<file path="src/rtl/vip_frame_scheduler_pkg.sv">
// Shared definitions for the VIP frame scheduler: FSM encoding and defaults.
package vip_frame_scheduler_pkg;

    typedef enum logic [1:0] {
        ST_IDLE     = 2'd0,
        ST_WAIT_SOF = 2'd1,
        ST_ACTIVE   = 2'd2,
        ST_DRAIN    = 2'd3
    } sched_state_e;

    localparam logic [9:0] IMG_HDISP_DEF = 10'd640;
    localparam logic [9:0] IMG_VDISP_DEF = 10'd480;
    localparam logic [7:0] DRAIN_CYC_DEF = 8'd4;

    localparam int PIX_CNT_W  = 11;
    localparam int LINE_CNT_W = 10;

    // Configuration may only be taken between frames.
    function automatic logic cfg_open(sched_state_e s);
        return (s == ST_IDLE) || (s == ST_WAIT_SOF);
    endfunction

endpackage

</file>
<file path="src/rtl/vip_frame_scheduler_if.sv">
// Config handshake and incoming video timing grouped as one bundle.
interface vip_frame_scheduler_if;
    logic cfg_valid;
    logic cfg_bypass;
    logic cfg_ready;
    logic per_frame_vsync;
    logic per_frame_href;
    logic per_frame_clken;

    modport master (
        output cfg_valid, cfg_bypass,
        output per_frame_vsync, per_frame_href, per_frame_clken,
        input  cfg_ready
    );

    modport slave (
        input  cfg_valid, cfg_bypass,
        input  per_frame_vsync, per_frame_href, per_frame_clken,
        output cfg_ready
    );
endinterface

</file>
<file path="src/rtl/vip_edge_det.sv">
// Edge detector: holds the previous sample of a timing strobe and flags
// rise/fall against it. The previous sample resets high so a level that is
// already high out of reset never looks like a rising edge.
module vip_edge_det (
    input  logic clk,
    input  logic rst,
    input  logic sig_i,
    output logic rise_o,
    output logic fall_o
);
    logic sig_q;

    // Previous-sample register.
    always_ff @(posedge clk) begin
        if (rst) sig_q <= 1'b1;
        else     sig_q <= sig_i;
    end

    assign rise_o = sig_i & ~sig_q;
    assign fall_o = ~sig_i & sig_q;
endmodule

</file>
<file path="src/rtl/vip_frame_scheduler.sv">
// Frame scheduler: tracks whole frames on the video timing, applies a pending
// bypass/filter choice at start of frame, checks frame geometry and counts
// completed frames. Drives the output-mux select only.
module vip_frame_scheduler
    import vip_frame_scheduler_pkg::*;
#(
    parameter logic [9:0] IMG_HDISP = IMG_HDISP_DEF,
    parameter logic [9:0] IMG_VDISP = IMG_VDISP_DEF,
    parameter logic [7:0] DRAIN_CYC = DRAIN_CYC_DEF
) (
    input  logic                 clk,
    input  logic                 rst,
    input  logic                 ctrl_en,
    vip_frame_scheduler_if.slave vid,
    output logic                 filt_sel,
    output logic                 frame_start,
    output logic                 frame_done,
    output logic [15:0]          frame_cnt,
    output logic                 err_hsize,
    output logic                 err_vsize,
    output logic [1:0]           state
);
    sched_state_e state_q, state_d;

    logic vs_rise, vs_fall, hr_rise, hr_fall;
    logic sof, drain_last;

    logic [7:0]            drain_cnt_q, drain_cnt_d;
    logic [PIX_CNT_W-1:0]  pix_cnt_q,   pix_cnt_d;
    logic [LINE_CNT_W-1:0] line_cnt_q,  line_cnt_d;
    logic                  err_h_q, err_h_d, err_v_q, err_v_d;
    logic [15:0]           frame_cnt_q, frame_cnt_d;
    logic                  filt_sel_q, filt_sel_d;
    logic                  pend_q, pend_d, pend_vld_q, pend_vld_d;
    logic                  frame_start_q, frame_start_d;
    logic                  frame_done_q, frame_done_d;
    logic                  cfg_ready_q, cfg_ready_d;

    vip_edge_det u_vsync_edge (
        .clk    (clk),
        .rst    (rst),
        .sig_i  (vid.per_frame_vsync),
        .rise_o (vs_rise),
        .fall_o (vs_fall)
    );

    vip_edge_det u_href_edge (
        .clk    (clk),
        .rst    (rst),
        .sig_i  (vid.per_frame_href),
        .rise_o (hr_rise),
        .fall_o (hr_fall)
    );

    // A stop request in WAIT_SOF wins over a simultaneous SOF edge.
    assign sof        = (state_q == ST_WAIT_SOF) && ctrl_en && vs_rise;
    assign drain_last = (state_q == ST_DRAIN) && (drain_cnt_q == DRAIN_CYC - 8'd1);

    // FSM state register.
    always_ff @(posedge clk) begin
        if (rst) state_q <= ST_IDLE;
        else     state_q <= state_d;
    end

    // FSM next-state: only whole frames are tracked; a started frame always completes.
    always_comb begin
        state_d = state_q;
        unique case (state_q)
            ST_IDLE:     if (ctrl_en && !vid.per_frame_vsync) state_d = ST_WAIT_SOF;
            ST_WAIT_SOF: if (!ctrl_en)    state_d = ST_IDLE;
                         else if (vs_rise) state_d = ST_ACTIVE;
            ST_ACTIVE:   if (vs_fall)     state_d = ST_DRAIN;
            ST_DRAIN:    if (drain_last)  state_d = ctrl_en ? ST_WAIT_SOF : ST_IDLE;
            default:     state_d = ST_IDLE;
        endcase
    end

    // FSM outputs: next values of the registered pulses and ready.
    always_comb begin
        frame_start_d = sof;
        frame_done_d  = drain_last;
        cfg_ready_d   = cfg_open(state_d);
    end

    // Counters, geometry checks, frame count and config pending/apply logic.
    always_comb begin
        drain_cnt_d = '0;
        pix_cnt_d   = '0;
        line_cnt_d  = '0;
        err_h_d     = err_h_q;
        err_v_d     = err_v_q;
        frame_cnt_d = frame_cnt_q;
        filt_sel_d  = filt_sel_q;
        pend_d      = pend_q;
        pend_vld_d  = pend_vld_q;

        if (state_q == ST_DRAIN) drain_cnt_d = drain_cnt_q + 8'd1;

        // Pixel/line counting only inside an active frame; held at zero elsewhere.
        if (state_q == ST_ACTIVE) begin
            pix_cnt_d  = pix_cnt_q;
            line_cnt_d = line_cnt_q;
            if (hr_rise) pix_cnt_d = '0;
            if (vid.per_frame_href && vid.per_frame_clken) pix_cnt_d = pix_cnt_d + 11'd1;
            if (hr_fall) begin
                if (pix_cnt_q != {1'b0, IMG_HDISP}) err_h_d = 1'b1;
                pix_cnt_d = '0;
                if (line_cnt_q != '1) line_cnt_d = line_cnt_q + 10'd1;
            end
            if (vs_fall) begin
                if (line_cnt_q != IMG_VDISP) err_v_d = 1'b1;
                line_cnt_d = '0;
            end
        end

        if (drain_last) frame_cnt_d = frame_cnt_q + 16'd1;

        // Apply the old pending choice first so a same-cycle transfer targets the next frame.
        if (sof && pend_vld_q) begin
            filt_sel_d = ~pend_q;
            pend_vld_d = 1'b0;
        end
        if (vid.cfg_valid && cfg_ready_q) begin
            pend_d     = vid.cfg_bypass;
            pend_vld_d = 1'b1;
        end
    end

    // Datapath and output registers.
    always_ff @(posedge clk) begin
        if (rst) begin
            drain_cnt_q   <= '0;
            pix_cnt_q     <= '0;
            line_cnt_q    <= '0;
            err_h_q       <= 1'b0;
            err_v_q       <= 1'b0;
            frame_cnt_q   <= '0;
            filt_sel_q    <= 1'b1;
            pend_q        <= 1'b0;
            pend_vld_q    <= 1'b0;
            frame_start_q <= 1'b0;
            frame_done_q  <= 1'b0;
            cfg_ready_q   <= 1'b0;
        end else begin
            drain_cnt_q   <= drain_cnt_d;
            pix_cnt_q     <= pix_cnt_d;
            line_cnt_q    <= line_cnt_d;
            err_h_q       <= err_h_d;
            err_v_q       <= err_v_d;
            frame_cnt_q   <= frame_cnt_d;
            filt_sel_q    <= filt_sel_d;
            pend_q        <= pend_d;
            pend_vld_q    <= pend_vld_d;
            frame_start_q <= frame_start_d;
            frame_done_q  <= frame_done_d;
            cfg_ready_q   <= cfg_ready_d;
        end
    end

    assign vid.cfg_ready = cfg_ready_q;
    assign filt_sel      = filt_sel_q;
    assign frame_start   = frame_start_q;
    assign frame_done    = frame_done_q;
    assign frame_cnt     = frame_cnt_q;
    assign err_hsize     = err_h_q;
    assign err_vsize     = err_v_q;
    assign state         = state_q;
endmodule

</file>
<file path="src/flat_wrapper.sv">
// flat-port wrapper written by rule: the top's interface ports become plain ports
module vip_frame_scheduler_flat import vip_frame_scheduler_pkg::*;
#(
    parameter logic [9:0] IMG_HDISP = IMG_HDISP_DEF,
    parameter logic [9:0] IMG_VDISP = IMG_VDISP_DEF,
    parameter logic [7:0] DRAIN_CYC = DRAIN_CYC_DEF
)
  (clk, rst, ctrl_en, filt_sel, frame_start, frame_done, frame_cnt, err_hsize, err_vsize, state, vid_cfg_valid, vid_cfg_bypass, vid_per_frame_vsync, vid_per_frame_href, vid_per_frame_clken, vid_cfg_ready);
  vip_frame_scheduler_if vid_i ();
  input  logic clk;
  input  logic rst;
  input  logic ctrl_en;
  output logic filt_sel;
  output logic frame_start;
  output logic frame_done;
  output logic [15:0] frame_cnt;
  output logic err_hsize;
  output logic err_vsize;
  output logic [1:0] state;
  input wire logic [$bits(vid_i.cfg_valid)-1:0] vid_cfg_valid;
  input wire logic [$bits(vid_i.cfg_bypass)-1:0] vid_cfg_bypass;
  input wire logic [$bits(vid_i.per_frame_vsync)-1:0] vid_per_frame_vsync;
  input wire logic [$bits(vid_i.per_frame_href)-1:0] vid_per_frame_href;
  input wire logic [$bits(vid_i.per_frame_clken)-1:0] vid_per_frame_clken;
  output wire logic [$bits(vid_i.cfg_ready)-1:0] vid_cfg_ready;
  assign vid_i.cfg_valid = vid_cfg_valid;
  assign vid_i.cfg_bypass = vid_cfg_bypass;
  assign vid_i.per_frame_vsync = vid_per_frame_vsync;
  assign vid_i.per_frame_href = vid_per_frame_href;
  assign vid_i.per_frame_clken = vid_per_frame_clken;
  assign vid_cfg_ready = vid_i.cfg_ready;
  vip_frame_scheduler #(.IMG_HDISP(IMG_HDISP), .IMG_VDISP(IMG_VDISP), .DRAIN_CYC(DRAIN_CYC)) u_core (.clk(clk), .rst(rst), .ctrl_en(ctrl_en), .vid(vid_i), .filt_sel(filt_sel), .frame_start(frame_start), .frame_done(frame_done), .frame_cnt(frame_cnt), .err_hsize(err_hsize), .err_vsize(err_vsize), .state(state));
endmodule
</file>
<file path="config.mk">
export PLATFORM = sky130hd
export DESIGN_NAME = vip_frame_scheduler_flat
export DESIGN_NICKNAME = d
export VERILOG_FILES = /design/src/rtl/vip_frame_scheduler_pkg.sv /design/src/rtl/vip_frame_scheduler_if.sv /design/src/rtl/vip_edge_det.sv /design/src/rtl/vip_frame_scheduler.sv /design/src/flat_wrapper.sv
export SDC_FILE = /design/constraint.sdc
export NUM_CORES = 1
export LEC_CHECK = 0
export BUFFER_PORTS_ARGS = -buffer_cell sky130_fd_sc_hd__buf_2
export CAP_MARGIN = 0
export CORE_ASPECT_RATIO = 1.25
export CORE_MARGIN = 5
export CORE_UTILIZATION = 55
export CTS_BUF_LIST = sky130_fd_sc_hd__clkbuf_16
export DETAILED_ROUTE_END_ITERATION = 8
export HOLD_SLACK_MARGIN = 0.1
export PLACE_DENSITY_LB_ADDON = 0.25
export SLEW_MARGIN = 30
export SYNTH_ARGS = -nofsm -noshare
export SYNTH_HDL_FRONTEND = slang
export SYNTH_SLANG_ARGS = --single-unit
</file>
<file path="constraint.sdc">
create_clock -name clk -period 2.3 [get_ports clk]
set_input_delay 0.345 -clock clk [delete_from_list [all_inputs] [get_ports clk]]
set_output_delay 0.345 -clock clk [all_outputs]
set_load 0.1 [all_outputs]
</file>
Yosys cells after proc, flatten, opt, wreduce, memory -nomap -nowiden
Index checks and enable logic that the tools add are counted.
{ "totals": {"register_bits": 57, "latchBits": 0, "mem_bits_rw": 0, "mem_bits_ro": 0, "input_bits": 8, "out_inout_bits": 24, "wordCells": 68, "memories": 0} }
{ "op_classes": {"n_addsub": 4, "mul": 0, "div": 0, "magnitude_cmp": 0, "n_eq_ne": 8, "shifts": 0, "n_mux": 12, "bitwise_logic": 11, "reduce_logical": 18} }
{ "ops": {"columns": ["operator", "n"], "rows": [
  ["$mux W11", 3],
  ["$add A16 B1 Y16 const B", 1],
  ["$add A11 B1 Y11 const B", 1],
  ["$ne A11 B10 Y1 const B", 1],
  ["$add A10 B1 Y10 const B", 1],
  ["$mux W2", 5],
  ["$ne A10 B10 Y1 const B", 1],
  ["$ne A10 B9 Y1 const B", 1],
  ["$add A8 B1 Y8 const B", 1],
  ["$eq A8 B2 Y1 const B", 1],
  ["$pmux W2 S4", 1],
  ["$logic_and A1 B1 Y1", 7],
  ["$not A1 Y1", 7],
  ["$reduce_and A3 Y1", 2],
  ["$reduce_or A3 Y1", 2],
  ["$and A1 B1 Y1", 4],
  ["$eq A2 B1 Y1 const B", 2],
  ["$eq A2 B2 Y1 const B", 2],
  ["$logic_not A2 Y1", 2],
  ["$mux W1", 3],
  ["$reduce_and A2 Y1", 1],
  ["$reduce_bool A2 Y1", 1],
  ["$reduce_or A2 Y1", 1],
  ["$logic_not A1 Y1", 1],
  ["$logic_or A1 B1 Y1", 1]
]} }

Longest topological paths before layout
Gate-level depths: netlist of run 1.
{ "depth": {"word_depth": 7, "depth_mapped": 8, "ltp_nobuf": 7} }

By module
From an unflattened synthesis of run 1, not the netlist that was laid out.
{ "unflattened": {"hier_cells": 310, "area_unflattened_um2": 2695.1} }
{ "by_module_without_submodules": {"columns": ["module", "instances", "cells_each", "area_each_um2", "seq_area_each_um2"], "rows": [
  ["vip_frame_scheduler", 1, 302, 2615.0, 1101.1],
  ["vip_edge_det", 2, 4, 40.0, 20.0]
]} }

Worst setup path after synthesis of run 1
Ideal clock, no wire load.
{ "synth_path": {"kind": "register -> register", "start": "register u_core.state_q[1], in the netlist u_core.state[1]", "end": "register u_core.pix_cnt_q[10]", "setup_time_ns": 0.059, "arrival_ns": 2.460, "path_slack_ns": -0.220, "path_stages_with_launch": 7, "path_buffers": 2, "cell_sequence": "dfxtp_1 > or3b_1 > buf_6 > or2_1 > clkbuf_2 > or4_1 > nand2_1"} }
{ "synth_between": {"elab_chain_cells": 3} }
{ "synth_lines": {"columns": ["element", "line", "text"], "rows": [
  ["from (decl)", "vip_frame_scheduler.sv:23", "sched_state_e state_q, state_d;"],
  ["from (signal assigned)", "vip_frame_scheduler.sv:62", "else state_q <= state_d;"],
  ["$eq A2 B2 Y1", "vip_frame_scheduler.sv:100", "if (state_q == ST_ACTIVE) begin"],
  ["$not A1 Y1 (no source line)", null, null],
  ["$reduce_or A3 Y1 (no source line)", null, null],
  ["to (signal assigned)", "vip_frame_scheduler.sv:146", "pix_cnt_q <= pix_cnt_d;"],
  ["to (decl)", "vip_frame_scheduler.sv:29", "logic [PIX_CNT_W-1:0] pix_cnt_q, pix_cnt_d;"]
]} }
No other way between the ends.
A chain may end at the register's enable or synchronous reset.

Worst setup path after layout of run 1
{ "layout_path": {"start": "register u_core.drain_cnt_q[0]", "end": "register u_core.frame_cnt_q[10], in the netlist u_core.frame_cnt[10]"} }
{ "layout_between": {"elab_chain_cells": 2} }
{ "layout_lines": {"columns": ["element", "line", "text"], "rows": [
  ["from (decl)", "vip_frame_scheduler.sv:28", "logic [7:0] drain_cnt_q, drain_cnt_d;"],
  ["from (signal assigned)", "vip_frame_scheduler.sv:145", "drain_cnt_q <= drain_cnt_d;"],
  ["$eq A8 B2 Y1", "vip_frame_scheduler.sv:57", "assign drain_last = (state_q == ST_DRAIN) && (drain_cnt_q == DRAIN_CYC - 8'd1);"],
  ["$logic_and A1 B1 Y1", "vip_frame_scheduler.sv:57", null],
  ["to (signal assigned)", "vip_frame_scheduler.sv:150", "frame_cnt_q <= frame_cnt_d;"],
  ["to (decl)", "vip_frame_scheduler.sv:32", "logic [15:0] frame_cnt_q, frame_cnt_d;"]
]} }
No other way between the ends.

==> results.md, run 1 <==
* CTS tree: built
* Finished Core Util at 67.6%
* Core area at 4760 µm²
* Yosys warnings at 0
* Setup TNS at 0 ps
* R2r setup slk at 240 ps
* CP Class: flip-flop to flip-flop
* Type of the most critical hold path: input pin to flip-flop
* Pint at 1.84 mW
* Hpwl dp at 4060 µm
* Crit path max-delay family: simple AND/OR/NAND/NOR gates
* Tot GR Track Use at 19.9%
* # rows at 28
* Leading post-synthesis cells by cell area: dfxtp_1 (42%), nor2_1 (4.7%), a21oi_1 (4.6%)
* DR iter-0 viols at 164
* Final instance area at 3220 µm²
* Post-synth net total at 328
* Initial Util at 56.9%
* Boundary Pins at 32
* Vias in the first global route at 2286
* Post-route worst setup slack at 236 ps
* Clock network power share at 53.8%
* DR WL/cell at 14.0 µm
* Die span in y at 88.5 µm
* Minimum clock period at 2060 ps
* Slew Limit Fails at 0
* Max transition margin at 65.5%
* Total number of vias at 2395
* Synth cell types at 53
* ANT cells at 0
* Mapped Area at 2710 µm²
* # setup viols final at 0
* Final ANT Viol Nets at 0
* Worst path depth at 6
* Fin crit share at 89.7%
* Largest net degree at the start of global routing at 29
* Crit path launch type: flip-flop
* EDFF count, synth at 0
* Reg2Reg Depth at 6
* Clk buf depth at 2
* CTS Hold Buffers Added at 0
* Clk Latency, worst-skew pair at 320 ps
* Crit-path cells: ha_1 > nor4b_4 > buf_4 > nand4_1 > or4_1 > a21oi_1
* Area growth from synthesis to layout at 18.7%
* Root Buffer: clkbuf_16
* Max Clock Freq at 485 MHz
* Peak VDD IR at 448 µV
* Crit-path max FO at 12
* Total CTS buffers at 9
* Share of cells above drive strength 1 at 18.3%
* Initial DRT Pass Iterations at 5
* Syn Area/Cell at 8.61 µm²
* WHS at 277 ps
* Post-DP Area at 2930 µm²
* Worst Path Required at 2550 ps
* Post-synth top area share at 42.1%
* Flop pwr share at 43.0%
* Post-place setup slack at 255 ps
* Async SR Flop Fraction at 0%
* Leakage at 1.19 nW
* Clk slew on worst S/H paths at 50 ps
* H-tree levels at 3
* RD Place Congestion at 0.811
* DRC at 0
* Max-cap violation count at 0
* Clk sinks at 57
* Psw at 0.486 mW
* Initial antenna violation count at 0
* Die ar. at 6450 µm²
* Switching share of power at 20.8%
* Slowest stage delay, CP at 500 ps
* Vias/cell at 5.77
* Total power at 2.33 mW
* RSZ-0062 raised after global routing: no
* Skew final at 3.56 ps
* # nets final at 363
* Worst Hold Depth at 2
* Postcts setup bufs at 0
* Measured slew at the worst slew-check pin at 505 ps
* Fin cells at 415
* Overflow left after global routing at 0
* WL final at 5830 µm
* Kind of end point of the critical path: flip-flop
* Cells after synthesis at 315
* Status: complete, no violations
* Die width at 72.8 µm
* Final Hold Fails at 0
* Power per cell area at 724 nW/µm²
* #FFs+latches synth at 57
* Max stage delay cell, worst path: or4_1
* DP Cell Count at 399
* Worst path buffer plus inverter count at 1
* Global-route wire length before repair at 10100 µm
* Synth area leader: dfxtp_1
* Post-synthesis sequential area ratio at 42.1%
* Data arrival, critical path at 2310 ps
* Combinational Power Share at 3.1%
* PortBufs at 31
* Main flop type after synthesis: dfxtp_1
* Post_cts resized at 0
power groups by stage:
stage | logic, mW | registers (mW) | clock network [mW]
final | 0.0728 | 1.00 | 1.25
after global routing | 0.0796 | 1.00 | 1.33
after CTS | 0.0734 | 1.00 | 1.28
after detailed placement | 0.0731 | 1.02 | 0
after global placement | 0.0725 | 1.02 | 0
after floorplan | 0.0354 | 1.04 | 0
synth_stat cells, types with 2 or more instances:
cell	count
dfxtp_1	57
nor2_1	34
a21oi_1	25
nand3_1	19
nand2_1	17
inv_1	12
clkbuf_1	11
o21ai_0	10
or4_1	9
xor2_1	9
and3_1	8
nand4_1	8
or3_1	8
xnor2_1	8
o31ai_1	7
nor3_1	6
and2_1	5
ha_1	5
mux2i_1	5
nor2b_1	5
and4_1	4
nor4_1	4
nand2b_1	3
or2_2	3
a211oi_1	2
a31o_2	2
mux2_2	2
o41ai_1	2
cell families after synthesis:
kind of cell	synth area share, %
AND/OR/NAND/NOR	29.8
AO/OA/AOI/OAI	13.8
flip-flops	42.1
buffers and inverters	3.78
XOR/XNOR	5.49
multiplexers	2.68
adder cells (fa/ha/maj)	2.31
worst reg2reg max path, stage by stage (launching register included):
cell,delay (ps)
dfxtp_1,380
ha_1,250
nor4b_4,240
buf_4,180
nand4_1,280
or4_1,500
a21oi_1,160
layout by cell type, fill, tap and decap left out, drive strengths merged, types with 8 or more instances in the layout:
cell type	n
dfxtp	57
nand2	17
clkbuf	9
nand3	19
or4	9
nand4	8
inv	12
xnor2	8
a21oi	25
xor2	9
buf	37
or3	8
o21ai	10
nor2	34
and3	8
flip-flops by register name, indices dropped and copies added (netlist names):
register and count:
u_core.frame_cnt 16, u_core.pix_cnt_q 11, u_core.line_cnt_q 10, u_core.drain_cnt_q 8, u_core.state 2, u_core.err_hsize 1
u_core.err_vsize 1, u_core.filt_sel 1, u_core.frame_done 1, u_core.frame_start 1, u_core.pend_q 1, u_core.pend_vld_q 1
u_core.u_href_edge.sig_q 1, u_core.u_vsync_edge.sig_q 1, u_core.vid.cfg_ready 1
final timing paths:
path | end | start
max | u_core.frame_cnt[10] | u_core.drain_cnt_q[0]
min | u_core.u_vsync_edge.sig_q | vid_per_frame_vsync
max reg2reg | u_core.frame_cnt[10] | u_core.drain_cnt_q[0]
min reg2reg | u_core.pend_q | u_core.pend_q
cell type report:
class	count	area (µm²)
well taps	60	75.1
multi-input cells	233	1470
repair buffers	37	200
clock inverters	7	61.3
flip-flops and latches	57	1140
fillers	412	1550
clock buffers	9	225
inverters	12	45.0
layer usage:
layer	vias to the layer above	GRT usage (%)	wire (µm)
met4	0	8.72	84
li1	1211	-	-
met1	1118	22.1	2520
met3	10	6.48	255
met5	-	0	0
met2	56	34.6	2970
No activity file was read; power rests on OpenSTA's default activity.
==> run 2, diff against run 1 <==
==> constraint.sdc (replaced) <==
create_clock -name clk -period 2.3 [get_ports clk]
set_input_delay 0.345 -clock clk [delete_from_list [all_inputs] [get_ports clk]]
set_output_delay 0.345 -clock clk [all_outputs]
set_load 0.05 [all_outputs]
==> results.md, run 2 (synthesis results as in run 1) <==
* Status: complete, no violations
* Slew Limit Fails at 0
* Crit-path max FO at 12
* Max Clock Freq at 478 MHz
* Flip-flop and latch area at 1140 µm²
* Kind of end point of the critical path: flip-flop
* Met3 Wirelength at 260 µm
* FILL cells at 400
* Boundary Pins at 32
* Clk Latency, worst-skew pair at 320 ps
* Total power at 2.30 mW
* Area of the multi-input gates at 1470 µm²
* Worst Path Required at 2550 ps
* Global-route wire length before repair at 9850 µm
* CTS Hold Buffers Added at 0
* # nets final at 363
* Routed wl met2 at 2760 µm
* Die width at 72.8 µm
* RSZ-0062 raised after global routing: no
* Initial DRT Pass Iterations at 4
* Area growth from synthesis to layout at 18.2%
* Largest net degree at the start of global routing at 29
* Final Hold Fails at 0
* Clock network power share at 53.7%
* Hpwl dp at 4000 µm
* Clk buf depth at 2
* Minimum clock period at 2090 ps
* DRT met1 WL at 2570 µm
* Type of the most critical hold path: input pin to flip-flop
* Peak VDD IR at 446 µV
* Most frequent cells in the layout: dfxtp_1 (57), nor2_1 (34), buf_2 (31)
* Clk slew on worst S/H paths at 50 ps
* Data arrival, critical path at 2340 ps
* PortBufs at 31
* Clk sinks at 57
* DR iter-0 viols at 163
* DR WL/cell at 13.9 µm
* Power per cell area at 718 nW/µm²
* Total CTS buffers at 9
* ANT cells at 0
* WL final at 5740 µm
* Initial antenna violation count at 0
* Max transition margin at 70.9%
* Tot GR Track Use at 19.4%
* Vias/cell at 5.71
* Die ar. at 6450 µm²
* Overflow left after global routing at 0
* Max reg flops at 16
* DRC at 0
* DR top layer: met4
* Reg2Reg Depth at 6
* Pint at 1.83 mW
* Root Buffer: clkbuf_16
* Switching share of power at 20.4%
* Flop pwr share at 43.5%
* Fin crit share at 90.9%
* H-tree levels at 3
* Leakage at 1.19 nW
* Worst Hold Depth at 2
* Die span in y at 88.5 µm
* Final instance area at 3210 µm²
* Measured slew at the worst slew-check pin at 425 ps
* Share of cells above drive strength 1 at 16.9%
* Vias in the first global route at 2228
* CTS tree: built
* Core area at 4760 µm²
* Initial Util at 56.9%
* RD Place Congestion at 0.826
* Combinational Power Share at 2.8%
* Commonest non-fill, non-tap cell in the layout: dfxtp_1
* Setup TNS at 0 ps
* Post-DP Area at 2920 µm²
* Max-cap violation count at 0
* Total number of vias at 2362
* Crit path launch type: flip-flop
* CP Class: flip-flop to flip-flop
* # rows at 28
* # setup viols final at 0
* Psw at 0.470 mW
* Skew final at 7.24 ps
* Final ANT Viol Nets at 0
[run 2: power groups by stage]
stage          Combinational, mW  Clock (mW)  Sequential [mW]
6_report                  0.0642        1.24             1.00
5_1_grt                   0.0708        1.31             1.00
4_1_cts                   0.0643        1.25             1.00
3_5_place_dp              0.0636           0             1.02
3_3_place_gp              0.0628           0             1.02
2_1_floorplan             0.0354           0             1.03
[run 2: path summary, 6_finish.rpt]
check                         from                   endpoint  slack, ps
max reg2reg  u_core.drain_cnt_q[0]       u_core.frame_cnt[11]        210
min            vid_per_frame_vsync  u_core.u_vsync_edge.sig_q        270
max          u_core.drain_cnt_q[0]       u_core.frame_cnt[11]        210
min reg2reg          u_core.pend_q              u_core.pend_q        460
[run 2: per-stage QoR]
step / hold WS (ps) / util [%] / std cells / setup WS, ps
floorplan: 432 / - / 315 / 119
global placement: 444 / 61.2 / 397 / 223
detailed placement: 457 / 61.2 / 397 / 167
CTS: 267 / 67.0 / 412 / 153
global route: 292 / 67.3 / 414 / 36.1
finish: 268 / 67.3 / 414 / 210
[run 2: repair_timing]
action | in CTS | in global routing
gates resized for setup | 0 | 0
setup buffers | 0 | 2
endpoints found under the setup margin | 0 | 5
[run 2: final cells by class]
class | instances | share of cell area, %
Clock buffer | 9 | 7.02
Inverter | 12 | 1.40
Clock inverter | 6 | 1.60
Multi-Input combinational cell | 233 | 45.8
Timing Repair Buffer | 37 | 6.24
Sequential cell | 57 | 35.6
Tap cell | 60 | 2.34
[run 2: metal layers]
layer	vias up	GRT usage, %
li1	1215	-
met1	1085	22.8
met2	50	32.7
met3	12	4.55
met4	0	10.1
met5	-	0
[run 2: critical path: stages (launching register included)]
cell	delay (ps)
dfxtp_1	380
ha_1	250
nor4b_4	370
nand4_1	160
buf_4	210
or4_1	500
a21oi_1	150
